[config.mk]
export PLATFORM = sky130hd
export DESIGN_NAME = alu_seq
export DESIGN_NICKNAME = d
export VERILOG_FILES = /design/src/rtl/alu_seq_pkg.sv /design/src/rtl/alu_seq_alu.sv /design/src/rtl/alu_seq.sv
export SDC_FILE = /design/constraint.sdc
export NUM_CORES = 1
export LEC_CHECK = 0
export ABC_CLOCK_PERIOD_IN_PS = 8800
export CORE_MARGIN = 4
export CORE_UTILIZATION = 25
export DETAILED_ROUTE_END_ITERATION = 8
export GPL_TIMING_DRIVEN = 0
export SLEW_MARGIN = 20
export SYNTH_ARGS = -nofsm -noshare
export SYNTH_HDL_FRONTEND = slang
export SYNTH_SLANG_ARGS = --single-unit
[constraint.sdc]
create_clock -name clk -period 8.8 [get_ports clk]
set_clock_uncertainty 0.05 [all_clocks]
set_input_delay 2.64 -clock clk [delete_from_list [all_inputs] [get_ports clk]]
set_output_delay 2.64 -clock clk [all_outputs]
set_load 0.1 [all_outputs]
[src/rtl/alu_seq_pkg.sv]
// Shared encodings for the ALU sequencer: request opcodes, ALU selects and
// FSM states.
package alu_seq_pkg;

  localparam logic [3:0] OP_SHLN = 4'b1000;
  localparam logic [3:0] OP_SHRN = 4'b1001;
  localparam logic [3:0] OP_MUL  = 4'b1010;

  localparam logic [2:0] SEL_ADD  = 3'b000;
  localparam logic [2:0] SEL_SUB  = 3'b001;
  localparam logic [2:0] SEL_SHR1 = 3'b010;
  localparam logic [2:0] SEL_SHL1 = 3'b011;
  localparam logic [2:0] SEL_ASR  = 3'b100;
  localparam logic [2:0] SEL_AND  = 3'b101;
  localparam logic [2:0] SEL_OR   = 3'b110;
  localparam logic [2:0] SEL_XOR  = 3'b111;

  typedef enum logic [2:0] {
    ST_IDLE,
    ST_EXEC,
    ST_SHIFT,
    ST_MUL_ADD,
    ST_MUL_SHL,
    ST_DONE
  } state_t;

  // Opcodes 1011..1111 have no meaning.
  function automatic logic is_reserved(input logic [3:0] op);
    return op[3] && (op > OP_MUL);
  endfunction

endpackage

[src/rtl/alu_seq_alu.sv]
// Single-cycle 32-bit ALU. CarryOut is the add carry, the subtract borrow,
// the bit shifted out by the 1-bit shifts, and 0 for logic ops.
module ALU
  import alu_seq_pkg::*;
(
  input  logic [31:0] A,
  input  logic [31:0] B,
  input  logic [2:0]  ALU_Sel,
  output logic [31:0] ALU_Out,
  output logic        CarryOut
);

  logic [32:0] wide;

  always_comb begin
    wide = '0;
    case (ALU_Sel)
      SEL_ADD:  wide = {1'b0, A} + {1'b0, B};
      SEL_SUB:  wide = {1'b0, A} - {1'b0, B};
      SEL_SHR1: wide = {A[0], 1'b0, A[31:1]};
      SEL_SHL1: wide = {A[31], A[30:0], 1'b0};
      SEL_ASR:  wide = {A[0], A[31], A[31:1]};
      SEL_AND:  wide = {1'b0, A & B};
      SEL_OR:   wide = {1'b0, A | B};
      SEL_XOR:  wide = {1'b0, A ^ B};
      default:  wide = '0;
    endcase
  end

  assign ALU_Out  = wide[31:0];
  assign CarryOut = wide[32];

endmodule

[src/rtl/alu_seq.sv]
// Multi-cycle command sequencer around the shared ALU: native ops in one pass,
// variable shifts and unsigned multiply as repeated single-bit ALU passes.
module alu_seq
  import alu_seq_pkg::*;
#(
  parameter int CNT_W = 6
) (
  input  logic        clk,
  input  logic        rst,
  input  logic        req_valid,
  output logic        req_ready,
  input  logic [3:0]  req_op,
  input  logic [31:0] req_a,
  input  logic [31:0] req_b,
  output logic        rsp_valid,
  input  logic        rsp_ready,
  output logic [31:0] rsp_data,
  output logic        rsp_zero,
  output logic        rsp_neg,
  output logic        rsp_carry,
  output logic        rsp_err
);

  state_t             state_q, state_d;
  logic [3:0]         op_q, op_d;
  logic [31:0]        a_q, a_d, b_q, b_d, acc_q, acc_d;
  logic [CNT_W-1:0]   cnt_q, cnt_d;
  logic               carry_q, carry_d;
  logic [31:0]        rsp_data_q, rsp_data_d;
  logic               rsp_carry_q, rsp_carry_d, rsp_err_q, rsp_err_d;
  logic               rsp_valid_q, rsp_valid_d, req_ready_q, req_ready_d;

  logic [31:0]        alu_a, alu_b, alu_out;
  logic [2:0]         alu_sel;
  logic               alu_carry;

  ALU u_alu (
    .A        (alu_a),
    .B        (alu_b),
    .ALU_Sel  (alu_sel),
    .ALU_Out  (alu_out),
    .CarryOut (alu_carry)
  );

  always_comb begin
    state_d     = state_q;
    op_d        = op_q;
    a_d         = a_q;
    b_d         = b_q;
    acc_d       = acc_q;
    cnt_d       = cnt_q;
    carry_d     = carry_q;
    rsp_data_d  = rsp_data_q;
    rsp_carry_d = rsp_carry_q;
    rsp_err_d   = rsp_err_q;
    alu_a       = a_q;
    alu_b       = b_q;
    alu_sel     = op_q[2:0];

    case (state_q)
      ST_IDLE: begin
        if (req_valid) begin
          op_d    = req_op;
          a_d     = req_a;
          b_d     = req_b;
          acc_d   = '0;
          carry_d = 1'b0;
          cnt_d   = CNT_W'(req_b[4:0]);
          if (req_op == OP_SHLN || req_op == OP_SHRN) begin
            if (req_b[4:0] == 5'd0) begin
              // A zero-count shift degenerates to a pass-through add.
              op_d    = {1'b0, SEL_ADD};
              b_d     = '0;
              state_d = ST_EXEC;
            end else begin
              state_d = ST_SHIFT;
            end
          end else if (req_op == OP_MUL) begin
            state_d = ST_MUL_ADD;
          end else begin
            state_d = ST_EXEC;
          end
        end
      end
      ST_EXEC: begin
        rsp_err_d   = is_reserved(op_q);
        rsp_data_d  = rsp_err_d ? 32'd0 : alu_out;
        rsp_carry_d = rsp_err_d ? 1'b0 : alu_carry;
        state_d     = ST_DONE;
      end
      ST_SHIFT: begin
        alu_sel = (op_q == OP_SHLN) ? SEL_SHL1 : SEL_SHR1;
        a_d     = alu_out;
        carry_d = alu_carry;
        cnt_d   = cnt_q - CNT_W'(1);
        if (cnt_q == CNT_W'(1)) begin
          rsp_data_d  = alu_out;
          rsp_carry_d = alu_carry;
          rsp_err_d   = 1'b0;
          state_d     = ST_DONE;
        end
      end
      ST_MUL_ADD: begin
        if (b_q == 32'd0) begin
          rsp_data_d  = acc_q;
          rsp_carry_d = carry_q;
          rsp_err_d   = 1'b0;
          state_d     = ST_DONE;
        end else begin
          alu_a   = acc_q;
          alu_b   = a_q;
          alu_sel = SEL_ADD;
          if (b_q[0]) begin
            acc_d   = alu_out;
            carry_d = carry_q | alu_carry;
          end
          state_d = ST_MUL_SHL;
        end
      end
      ST_MUL_SHL: begin
        alu_sel = SEL_SHL1;
        a_d     = alu_out;
        b_d     = b_q >> 1;
        state_d = ST_MUL_ADD;
      end
      ST_DONE: begin
        if (rsp_ready) state_d = ST_IDLE;
      end
      default: state_d = ST_IDLE;
    endcase

    rsp_valid_d = (state_d == ST_DONE);
    req_ready_d = (state_d == ST_IDLE);
  end

  always_ff @(posedge clk) begin
    if (rst) begin
      state_q     <= ST_IDLE;
      op_q        <= '0;
      a_q         <= '0;
      b_q         <= '0;
      acc_q       <= '0;
      cnt_q       <= '0;
      carry_q     <= 1'b0;
      rsp_data_q  <= '0;
      rsp_carry_q <= 1'b0;
      rsp_err_q   <= 1'b0;
      rsp_valid_q <= 1'b0;
      req_ready_q <= 1'b1;
    end else begin
      state_q     <= state_d;
      op_q        <= op_d;
      a_q         <= a_d;
      b_q         <= b_d;
      acc_q       <= acc_d;
      cnt_q       <= cnt_d;
      carry_q     <= carry_d;
      rsp_data_q  <= rsp_data_d;
      rsp_carry_q <= rsp_carry_d;
      rsp_err_q   <= rsp_err_d;
      rsp_valid_q <= rsp_valid_d;
      req_ready_q <= req_ready_d;
    end
  end

  assign req_ready = req_ready_q;
  assign rsp_valid = rsp_valid_q;
  assign rsp_data  = rsp_data_q;
  assign rsp_carry = rsp_carry_q;
  assign rsp_err   = rsp_err_q;
  assign rsp_zero  = (rsp_data_q == 32'd0);
  assign rsp_neg   = rsp_data_q[31];

endmodule
==> results of run 1 <==
-- final cells by class --
type / instances / area (um2) / area share, %
Buffer: 113 / 509.2 / 3.382
Clock buffer: 18 / 439.2 / 2.917
Clock inverter: 14 / 180.2 / 1.197
Inverter: 79 / 296.5 / 1.969
Multi-Input combinational cell: 1290 / 8787 / 58.36
Sequential cell: 146 / 2923 / 19.41
Tap cell: 664 / 830.8 / 5.518
Timing Repair Buffer: 109 / 1091 / 7.246
-- worst min-delay path, cell delays in order (launching register included) --
cell	delay, ns
dfxtp_1	0.31
nand2_1	0.06
a21oi_1	0.05
-- worst paths after layout --
kind               end  slack [ns]
max            carry_q        0.27
min          acc_q[30]        0.42
max reg2reg    carry_q        0.27
min reg2reg  acc_q[30]        0.42
-- metrics by stage --
stage               util (%)  hold slack (ns)
finish                 30.63           0.4178
global route           30.63           0.4494
CTS                    30.63           0.4072
detailed placement     29.37           0.3974
global placement       29.30           0.3945
floorplan                  -           0.3822
-- synth_stat cells, drive strengths merged, types with 15 or more instances --
master / number
clkbuf: 77
mux2i: 93
nor3: 40
or3: 18
mux2: 16
a21oi: 158
nand2: 160
nor4: 16
a211oi: 24
xnor2: 43
a22oi: 44
o22ai: 16
and3: 18
dfxtp: 146
o211ai: 29
inv: 79
nand4: 15
ha: 99
a31oi: 34
nor2: 113
a21o: 15
buf: 36
o21ai: 117
nand3: 53
-- kinds of logic (layout without fill, tap and decap cells) --
group	after synthesis	in the layout	synth area share, %
AO/OA/AOI/OAI	546	546	28.51
XOR/XNOR	52	52	3.650
adder cells (fa/ha/maj)	100	100	10.09
buffers and inverters	192	333	6.457
flip-flops	146	146	23.42
multiplexers	109	109	9.395
AND/OR/NAND/NOR	483	483	18.48
-- registers in the layout (all words and copies together) (netlist names) --
signal     cells
a_q           32
acc_q         32
b_q           32
rsp_data      32
cnt_q          6
op_q           4
state_q        3
carry_q        1
req_ready      1
rsp_carry      1
rsp_err        1
rsp_valid      1
-- routing by layer --
layer	vias to the layer above	GRT usage (%)	routed length, um
li1	6289	-	-
met1	7134	31.26	26660
met2	1020	36.42	28500
met3	190	6.527	7708
met4	0	9.867	3460
met5	-	0	0
-- placed cells by master (no fill, tap or decap), types with 43 or more instances in the layout --
cell             count
ha_1                99
a22oi_1             44
o21ai_0            106
xnor2_1             43
mux2i_1             80
clkdlybuf4s50_1    109
nor2_1             111
dfxtp_1            146
a21oi_1            157
nand2_1            160
inv_1               69
nand3_1             53
clkbuf_1            77
==> results.cfg, run 1 <==
[clocking]
cts_resized = 0
cts_buffer_depth = 2
post_cts_buffers = 0
clock-root-buffer = clkbuf_16
clk_latency_ns = 0.46
clk_pin_slew_ns = 0.07
cts_hold_buf = 0
numCtsBuffers = 17
cts_num_sinks = 146
cts_tree = yes
htree_num_levels = 4

[route]
dr.pass1.iters = 6
via_per_inst = 6.014
final_antenna_net_count = 0
avgRoutedWirePerCell_um = 27.26
vias = 14633
drc_errors = 0
wl_um = 66320
drt_iter0_markers = 2169

[global_route]
antenna_found_initial = 0
grt.total_usage_pct = 23.69
grt_pass1_wl_um = 93540
grt_pass1_vias = 13495
overflow = 0
grt_start_max_net_pins = 17

[sta]
rsz0062_at_grt = no
finalCritPeriodShare_pct = 96.91
finalHoldViolations = 0
tns_ns = 0
setup_slack_ns = 0.2719
slew_violations = 0
setup_viol = 0
max_freq_mhz = 117.3
tightest_slew_ns = 1.234
relSlewSlack_pct = 16.98
min_period_ns = 8.528

[final_layout]
drive_gt1_share_pct = 7.405
area_growth_pct = 20.67
n_antenna_cell = 0
stdcell_count = 2433
fillers = 5305
design_area_um2 = 15060
fin_nets = 1928

[setup_path]
cp_num_buf_inv = 4
startpoint = b_q[19]
path_delay_family = simple AND/OR/NAND/NOR gates
crit_type = reg -> reg
cp_slowest_cell = nor4_1
rr_worst_depth = 19
worst_ep_required_time_ns = 9.07
crit_top_cell = clkbuf_1
crit_cells = 19
crit_path_max_fanout = 10
crit_path_end_kind = flip-flop
cp-start-kind = flip-flop
cp_cell_sequence = nor4_1 -> and4_1 -> buf_4 -> a31oi_2 -> clkbuf_1 -> nand2_1 -> buf_1 -> o31ai_2 -> xnor2_1 -> ha_1 -> clkbuf_1 -> nand4_1 -> or3_1 -> a211oi_1 -> o21ai_0 -> or3b_2 -> a21o_1 -> mux2i_1 -> o22ai_1
reg2reg_from = b_q[19]
cp_slowest_stage_delay_ns = 1.08
arrival_ns = 8.79

[logic_synthesis]
synthFlopType = dfxtp_1
synth_edf_count = 0
synthCells = 1628
synth_nets = 1800
yosys.area.top_type_share_pct = 23.42
syn_area_per_cell_um2 = 7.665
ys_top_cells_by_area = dfxtp_1 23%, ha_1 9.9%, mux2i_1 6.4%
ys_seq_elements = 146
yosysSeqAreaShare_pct = 23.42
synthesis.area_um2 = 12480
ys_async_sr_fraction_pct = 0
ys_warn_count = 0
synth_cell_types = 91
synth_top_area_cell = dfxtp_1

[floorplan]
core_area_um2 = 49150
num_io_pins = 110
die-area_um2 = 53550
die_h_um = 231.4
rows = 81
initial_core_util_pct = 25.39
die-width_um = 231.4

[placed_design]
io_buffers = 109
dpl_cell_area_um2 = 14440
preCtsSetupSlack_ns = 0.7619
gp_congestion = 1.052
hpwl_um = 53020
dp_cells = 2401

[job]
drv_cap = 0

[run_status]
status = complete, no violations

[min_path]
hold-path-cell-count = 2
hold_path.startpoint = acc_q[30]
hp-class = reg -> reg
Power of run 1 is left out: the tool's default activity adds up to more than one toggle a clock period on the data nets, which glitch-free logic cannot reach.
==> inputs of run 2 (changes only) <==
--- a/config.mk
+++ b/config.mk
@@ -10,7 +10,9 @@
 export CORE_UTILIZATION = 25
 export DETAILED_ROUTE_END_ITERATION = 8
 export GPL_TIMING_DRIVEN = 0
+export HOLD_SLACK_MARGIN = 0.15
 export SLEW_MARGIN = 20
 export SYNTH_ARGS = -nofsm -noshare
 export SYNTH_HDL_FRONTEND = slang
+export SYNTH_HIERARCHICAL = 1
 export SYNTH_SLANG_ARGS = --single-unit
==> run 2 against run 1 <==
  * Wire length is 27% lower
  * Die area is 3.7% lower
  * Global-route usage is 5.4 points lower
  * Area after synthesis is 3.9% lower
  * Critical endpoint is now rsp_carry
  * Worst hold slack better by 0.040 ns
==> results.cfg, run 2 <==
[run_status]
status = complete, no violations

[route]
drc_errors = 0
drt_iter0_markers = 1151
via_per_inst = 5.445
avgRoutedWirePerCell_um = 20.81
final_antenna_net_count = 0
dr.pass1.iters = 5
wl_um = 48670
vias = 12735

[global_route]
use_met1_pct = 23.87
grt_pass1_vias = 12358
top_usage_layer = met2
globalRouteMet2Util_pct = 30.96
grt.total_usage_pct = 18.27
grt_pass1_wl_um = 73490
grt_start_max_net_pins = 17
use_met3_pct = 2.605
antenna_found_initial = 1
overflow = 0

[logic_synthesis]
ys_warn_count = 6
synthFlopType = dfxtp_1
synth_top_area_cell = dfxtp_1
synthesis.area_um2 = 12000
synth.most_common_cell = nand2_1
synthCells = 1585
syn_area_per_cell_um2 = 7.569
ys_async_sr_fraction_pct = 0
yosys.area.top_type_share_pct = 24.36
yosysSeqAreaShare_pct = 24.36
synth_common_cells = 185 x nand2_1, 149 x a21oi_1, 146 x dfxtp_1
ys_seq_elements = 146
ys_top_cells_by_area = dfxtp_1 24%, ha_1 10%, a21oi_1 6.2%
synth_nets = 1757
synth_cell_types = 77
synth_edf_count = 0

[clocking]
htree_num_levels = 4
cts_hold_buf = 0
clk_pin_slew_ns = 0.06
cts_tree = yes
numCtsBuffers = 17
cts_resized = 0
post_cts_buffers = 0
cts_buffer_depth = 2
clk_latency_ns = 0.43
clock-root-buffer = clkbuf_16
cts_num_sinks = 146

[sta]
max_freq_mhz = 135.2
tightest_slew_ns = 1.021
finalHoldViolations = 0
min_period_ns = 7.397
finalCritPeriodShare_pct = 84.05
tns_ns = 0
relSlewSlack_pct = 31.73
setup_viol = 0
slew_violations = 0
rsz0062_at_grt = no

[setup_path]
startpoint = b_q[31]
cp_slowest_stage_delay_ns = 0.55
cp_num_buf_inv = 2
crit_type = reg -> reg
arrival_ns = 7.69
cp_cell_sequence = nor4_1 -> nand4_1 -> o21ai_4 -> buf_6 -> mux2_1 -> nor3_1 -> and3_1 -> nand2_2 -> nor4_4 -> nand2_1 -> o31ai_2 -> xnor2_1 -> ha_1 -> clkbuf_1 -> nand2_1 -> o21bai_1 -> a2111oi_0 -> a211oi_1 -> a31oi_1 -> xnor2_1 -> o221ai_1 -> and3_1 -> a21oi_1 -> a211oi_1
crit_path_end_kind = flip-flop
worst_ep_required_time_ns = 9.10
path_delay_family = simple AND/OR/NAND/NOR gates
reg2reg_from = b_q[31]
crit_path_max_fanout = 10
cp-start-kind = flip-flop
cp_slowest_cell = o21ai_4

[final_layout]
fin_nets = 1884
multi_input_area_um2 = 8242
n_antenna_cell = 0
drive_gt1_share_pct = 4.988
area_growth_pct = 20.34
seqCellArea_um2 = 2923
mostFrequentLayoutCells = 185 x nand2_1, 149 x a21oi_1, 146 x dfxtp_1, 137 x nor2_1, 116 x o21ai_0
fillers = 5081
final_common_cell = nand2_1
finish.utilization_pct = 30.36

[floorplan]
die_h_um = 227.1
num_io_pins = 110
initial_core_util_pct = 25.23
die-width_um = 227.1
die-area_um2 = 51550
rows = 80
core_area_um2 = 47550

[placed_design]
io_buffers = 108
hpwl_um = 39800
gp_congestion = 0.9250

[min_path]
hp-class = reg -> reg
hold_path.startpoint = a_q[26]

[power]
p_per_area_nw_per_um2 = 315.9
ir_drop_mv = 0.1524
power.total_w = 0.004561
p_leak_nw = 5.406

[job]
drv_cap = 0
run 2: cell count changes after synthesis, sizes merged, moves of 18 or more:
cell    before  now
a221o        0   22
a311oi       1   34
and3        18   38
mux2        16   64
mux2i       93    6
nand2      160  186
nor2       113  139
nor3        40   18
o211ai      29   11
run 2: final cells by class:
cell class | instances | share of cell area, %
well taps | 615 | 5.330
repair buffers | 108 | 7.488
clock buffers | 23 | 3.380
clock inverters | 8 | 0.7020
multi-input cells | 1243 | 57.09
flip-flops and latches | 146 | 20.25
inverters | 84 | 2.184
plain buffers | 112 | 3.579
run 2: stage by stage:
| stage | area [um2] | hold slack, ns | worst slack (ns) | std cells |
|---|---|---|---|---|
| after global placement | 13850 | 0.4138 | 1.533 | 2308 |
| after global routing | 14440 | 0.4715 | 1.073 | 2339 |
| after CTS | 14440 | 0.4479 | 1.470 | 2339 |
| final | 14440 | 0.4579 | 1.403 | 2339 |
| after detailed placement | 13850 | 0.4333 | 1.524 | 2308 |
| after floorplan | 12000 | 0.4021 | 3.435 | 1585 |
run 2: final timing paths:
path,cells after the start,slack [ns],to
max,24,1.40,rsp_carry
min reg2reg,2,0.46,a_q[26]
min,2,0.46,a_q[26]
max reg2reg,24,1.40,rsp_carry
run 2: worst reg2reg max path: stages, from the launching register on:
cell	delay [ns]
dfxtp_1	0.43
nor4_1	0.44
nand4_1	0.43
o21ai_4	0.55
buf_6	0.23
mux2_1	0.44
nor3_1	0.41
and3_1	0.37
nand2_2	0.20
nor4_4	0.34
nand2_1	0.15
o31ai_2	0.22
xnor2_1	0.18
ha_1	0.28
clkbuf_1	0.23
nand2_1	0.17
o21bai_1	0.15
a2111oi_0	0.39
a211oi_1	0.14
a31oi_1	0.38
xnor2_1	0.19
o221ai_1	0.43
and3_1	0.23
a21oi_1	0.06
a211oi_1	0.24
run 2: power breakdown:
group | switching [W] | total [W] | internal [W]
clock | 0.000292 | 0.000738 | 0.000446
combinational | 0.00200 | 0.00295 | 0.000953
sequential | 0.000104 | 0.000870 | 0.000766
run 2: layer usage:
metal,share of wire [%],vias up
li1,-,6056
met1,43,6103
met2,47,485
met5,0.021,-
met4,3.5,2
met3,6.1,89
run 2: kinds of logic after synthesis:
logic type                 count (synthesis)  synth area share [%]
and+or+nand+nor                          490                 18.98
buffers and inverters                    196                 6.936
muxes                                     72                 6.884
xor gates and xnor gates                  58                 4.234
AOI/OAI and AO/OA                        523                 28.11
DFF                                      146                 24.36
adders and majority gates                100                 10.49
Note: power is estimated with default switching activity, not from simulation.
==> inputs of run 3 (changes only) <==
--- a/config.mk
+++ b/config.mk
@@ -5,7 +5,7 @@
 export SDC_FILE = /design/constraint.sdc
 export NUM_CORES = 1
 export LEC_CHECK = 0
-export ABC_CLOCK_PERIOD_IN_PS = 8800
+export ABC_CLOCK_PERIOD_IN_PS = 7600
 export CORE_MARGIN = 4
 export CORE_UTILIZATION = 25
 export DETAILED_ROUTE_END_ITERATION = 8
==> constraint.sdc (replaced) <==
create_clock -name clk -period 7.6 [get_ports clk]
set_clock_uncertainty 0.05 [all_clocks]
set_input_delay 2.28 -clock clk [delete_from_list [all_inputs] [get_ports clk]]
set_output_delay 2.28 -clock clk [all_outputs]
set_load 0.1 [all_outputs]
==> run 3 against run 2 <==
  * Global-route usage stayed put
  * Clock-buffer cell count unchanged
  * Die area stayed put
  * Power up 16%
  * Register-to-register slack got worse by 1.1 ns
  * Flip-flop and latch count unchanged
  * Fmax grew 1.5%
  * Worst hold slack about the same
==> results.cfg, run 3 (synthesis gave the netlist of run 2 again) <==
[setup_path]
crit_path_max_fanout = 10
reg2reg_slack_ns = 0.31
cp-start-kind = flip-flop
crit_top_cell = a21oi_1
arrival_ns = 7.53
r2r-end = rsp_data[31]
worst_ep_required_time_ns = 7.84
rr_worst_depth = 21
crit_path_end_kind = flip-flop
cp_slowest_cell = a21oi_1
crit_type = reg -> reg
cp_cell_sequence = nor4_1 -> nand4_1 -> nor2_1 -> o22ai_1 -> a21oi_1 -> clkbuf_1 -> nor2_1 -> nand2_1 -> clkbuf_1 -> mux2i_1 -> ha_1 -> nor2b_1 -> o31a_1 -> o21ai_1 -> o221ai_1 -> a21oi_1 -> xor2_1 -> o21ai_0 -> and3_1 -> a21oi_1 -> a211oi_1
reg2reg_from = b_q[31]
cp_slowest_stage_delay_ns = 0.57

[floorplan]
initial_core_util_pct = 25.23
die_h_um = 227.1
die-area_um2 = 51550
core_area_um2 = 47550
num_io_pins = 110
die-width_um = 227.1
rows = 80

[placed_design]
io_buffers = 108
preCtsSetupSlack_ns = 0.3238
gp_congestion = 0.9250
hpwl_um = 39800

[power]
p_clk_share_pct = 16.2
p_leak_nw = 5.427
combPwrFrac_pct = 64.7
switchingPower_w = 0.002780
p_per_area_nw_per_um2 = 365.4
seq_power_share_pct = 19.0
ir_drop_mv = 0.1766
cellInternalPower_w = 0.002509
swShare_pct = 52.56

[clocking]
clock-root-buffer = clkbuf_16
numCtsBuffers = 17
cts_resized = 0
clk_pin_slew_ns = 0.07
clk_latency_ns = 0.44
cts_buffer_depth = 2
htree_num_levels = 4
cts_num_sinks = 146
cts_tree = yes

[route]
dr.pass1.iters = 6
avgRoutedWirePerCell_um = 20.86
drc_errors = 0
via_per_inst = 5.437
drt_iter0_markers = 1210
wl_um = 48910
final_antenna_net_count = 0
vias = 12744

[run_status]
status = complete, no violations

[global_route]
grt_pass1_vias = 12358
grt_start_max_net_pins = 17
overflow = 0
grt_pass1_wl_um = 73490
antenna_found_initial = 1
grt.total_usage_pct = 18.27

[final_layout]
mostFrequentLayoutCells = 185 x nand2_1, 149 x a21oi_1, 146 x dfxtp_1, 137 x nor2_1, 116 x o21ai_0
drive_gt1_share_pct = 5.263
fin_nets = 1889
final_common_cell = nand2_1
n_antenna_cell = 0
area_growth_pct = 20.65

[sta]
rsz0062_at_grt = no
finalHoldViolations = 0
finalCritPeriodShare_pct = 95.90
setup_viol = 0
relSlewSlack_pct = 31.72
tns_ns = 0
slew_violations = 0
tightest_slew_ns = 1.021
min_period_ns = 7.288
max_freq_mhz = 137.2
setup_slack_ns = 0.3119

[min_path]
hp-class = reg -> reg
hold_end = a_q[26]
hold-path-cell-count = 2
hold_path.startpoint = a_q[26]

[job]
drv_cap = 0
## run 3: power by group through the flow
stage	registers, W	logic, W	clock network (W)
after floorplan	0.00132	0.00202	0
after global placement	0.00102	0.00333	0
after detailed placement	0.00102	0.00335	0
after CTS	0.00101	0.00336	0.000859
after global routing	0.00102	0.00370	0.000888
final	0.00101	0.00342	0.000857
## run 3: area by class of cell
| cell class | count | area (um2) |
|---|---|---|
| Tap cell | 615 | 769.5 |
| Fill cell | 5079 | 33070 |
| Clock buffer | 23 | 488.0 |
| Timing Repair Buffer | 113 | 1119 |
| Sequential cell | 146 | 2923 |
| Multi-Input combinational cell | 1243 | 8242 |
| Clock inverter | 8 | 101.3 |
| Inverter | 84 | 315.3 |
| Buffer | 112 | 516.7 |
## run 3: how the worst max path moves through the flow
stage,start,end,slack [ns],cells past startpoint
2_1_floorplan,b_q[17],rsp_carry,2.23,24
3_3_place_gp,b_q[31],rsp_carry,0.33,24
3_5_place_dp,b_q[31],rsp_carry,0.32,24
4_1_cts,b_q[31],rsp_carry,0.27,24
5_1_grt,b_q[31],rsp_data[25],0.03,22
6_report,b_q[31],rsp_data[31],0.31,21
## run 3: critical path, delay by kind of cell, from the launching register on
family          cells  cell delay [ns]
fa+ha+maj           1             0.28
xor+xnor            1             0.32
simple gates        7             2.00
compound gates      9             2.69
flops               1             0.43
buf+inv             2             0.97
mux                 1             0.39
## run 3: through the flow
stage                     std cells  total power (W)  util (%)  hold WS (ns)  area (um2)
after global placement         2308         0.004344     29.12        0.4138       13850
after floorplan                1585         0.003342         -        0.4021       12000
after global routing           2344         0.005612     30.44        0.4715       14470
final                          2344         0.005289     30.44        0.4574       14470
after CTS                      2339         0.005226     30.36        0.4479       14440
after detailed placement       2308         0.004371     29.12        0.4333       13850
## run 3: repair_timing
item                                    4_1_cts  5_1_grt
hold buffers                                  0        0
endpoints found under the setup margin        0        2
setup buffers                                 0        5
## run 3: layer usage
metal	share of wire [%]	GRT usage, %	vias to the layer above
met5	0.020	0	-
met4	3.6	6.402	2
met3	6.5	2.605	84
met2	47	30.96	514
met1	43	23.87	6073
li1	-	-	6071
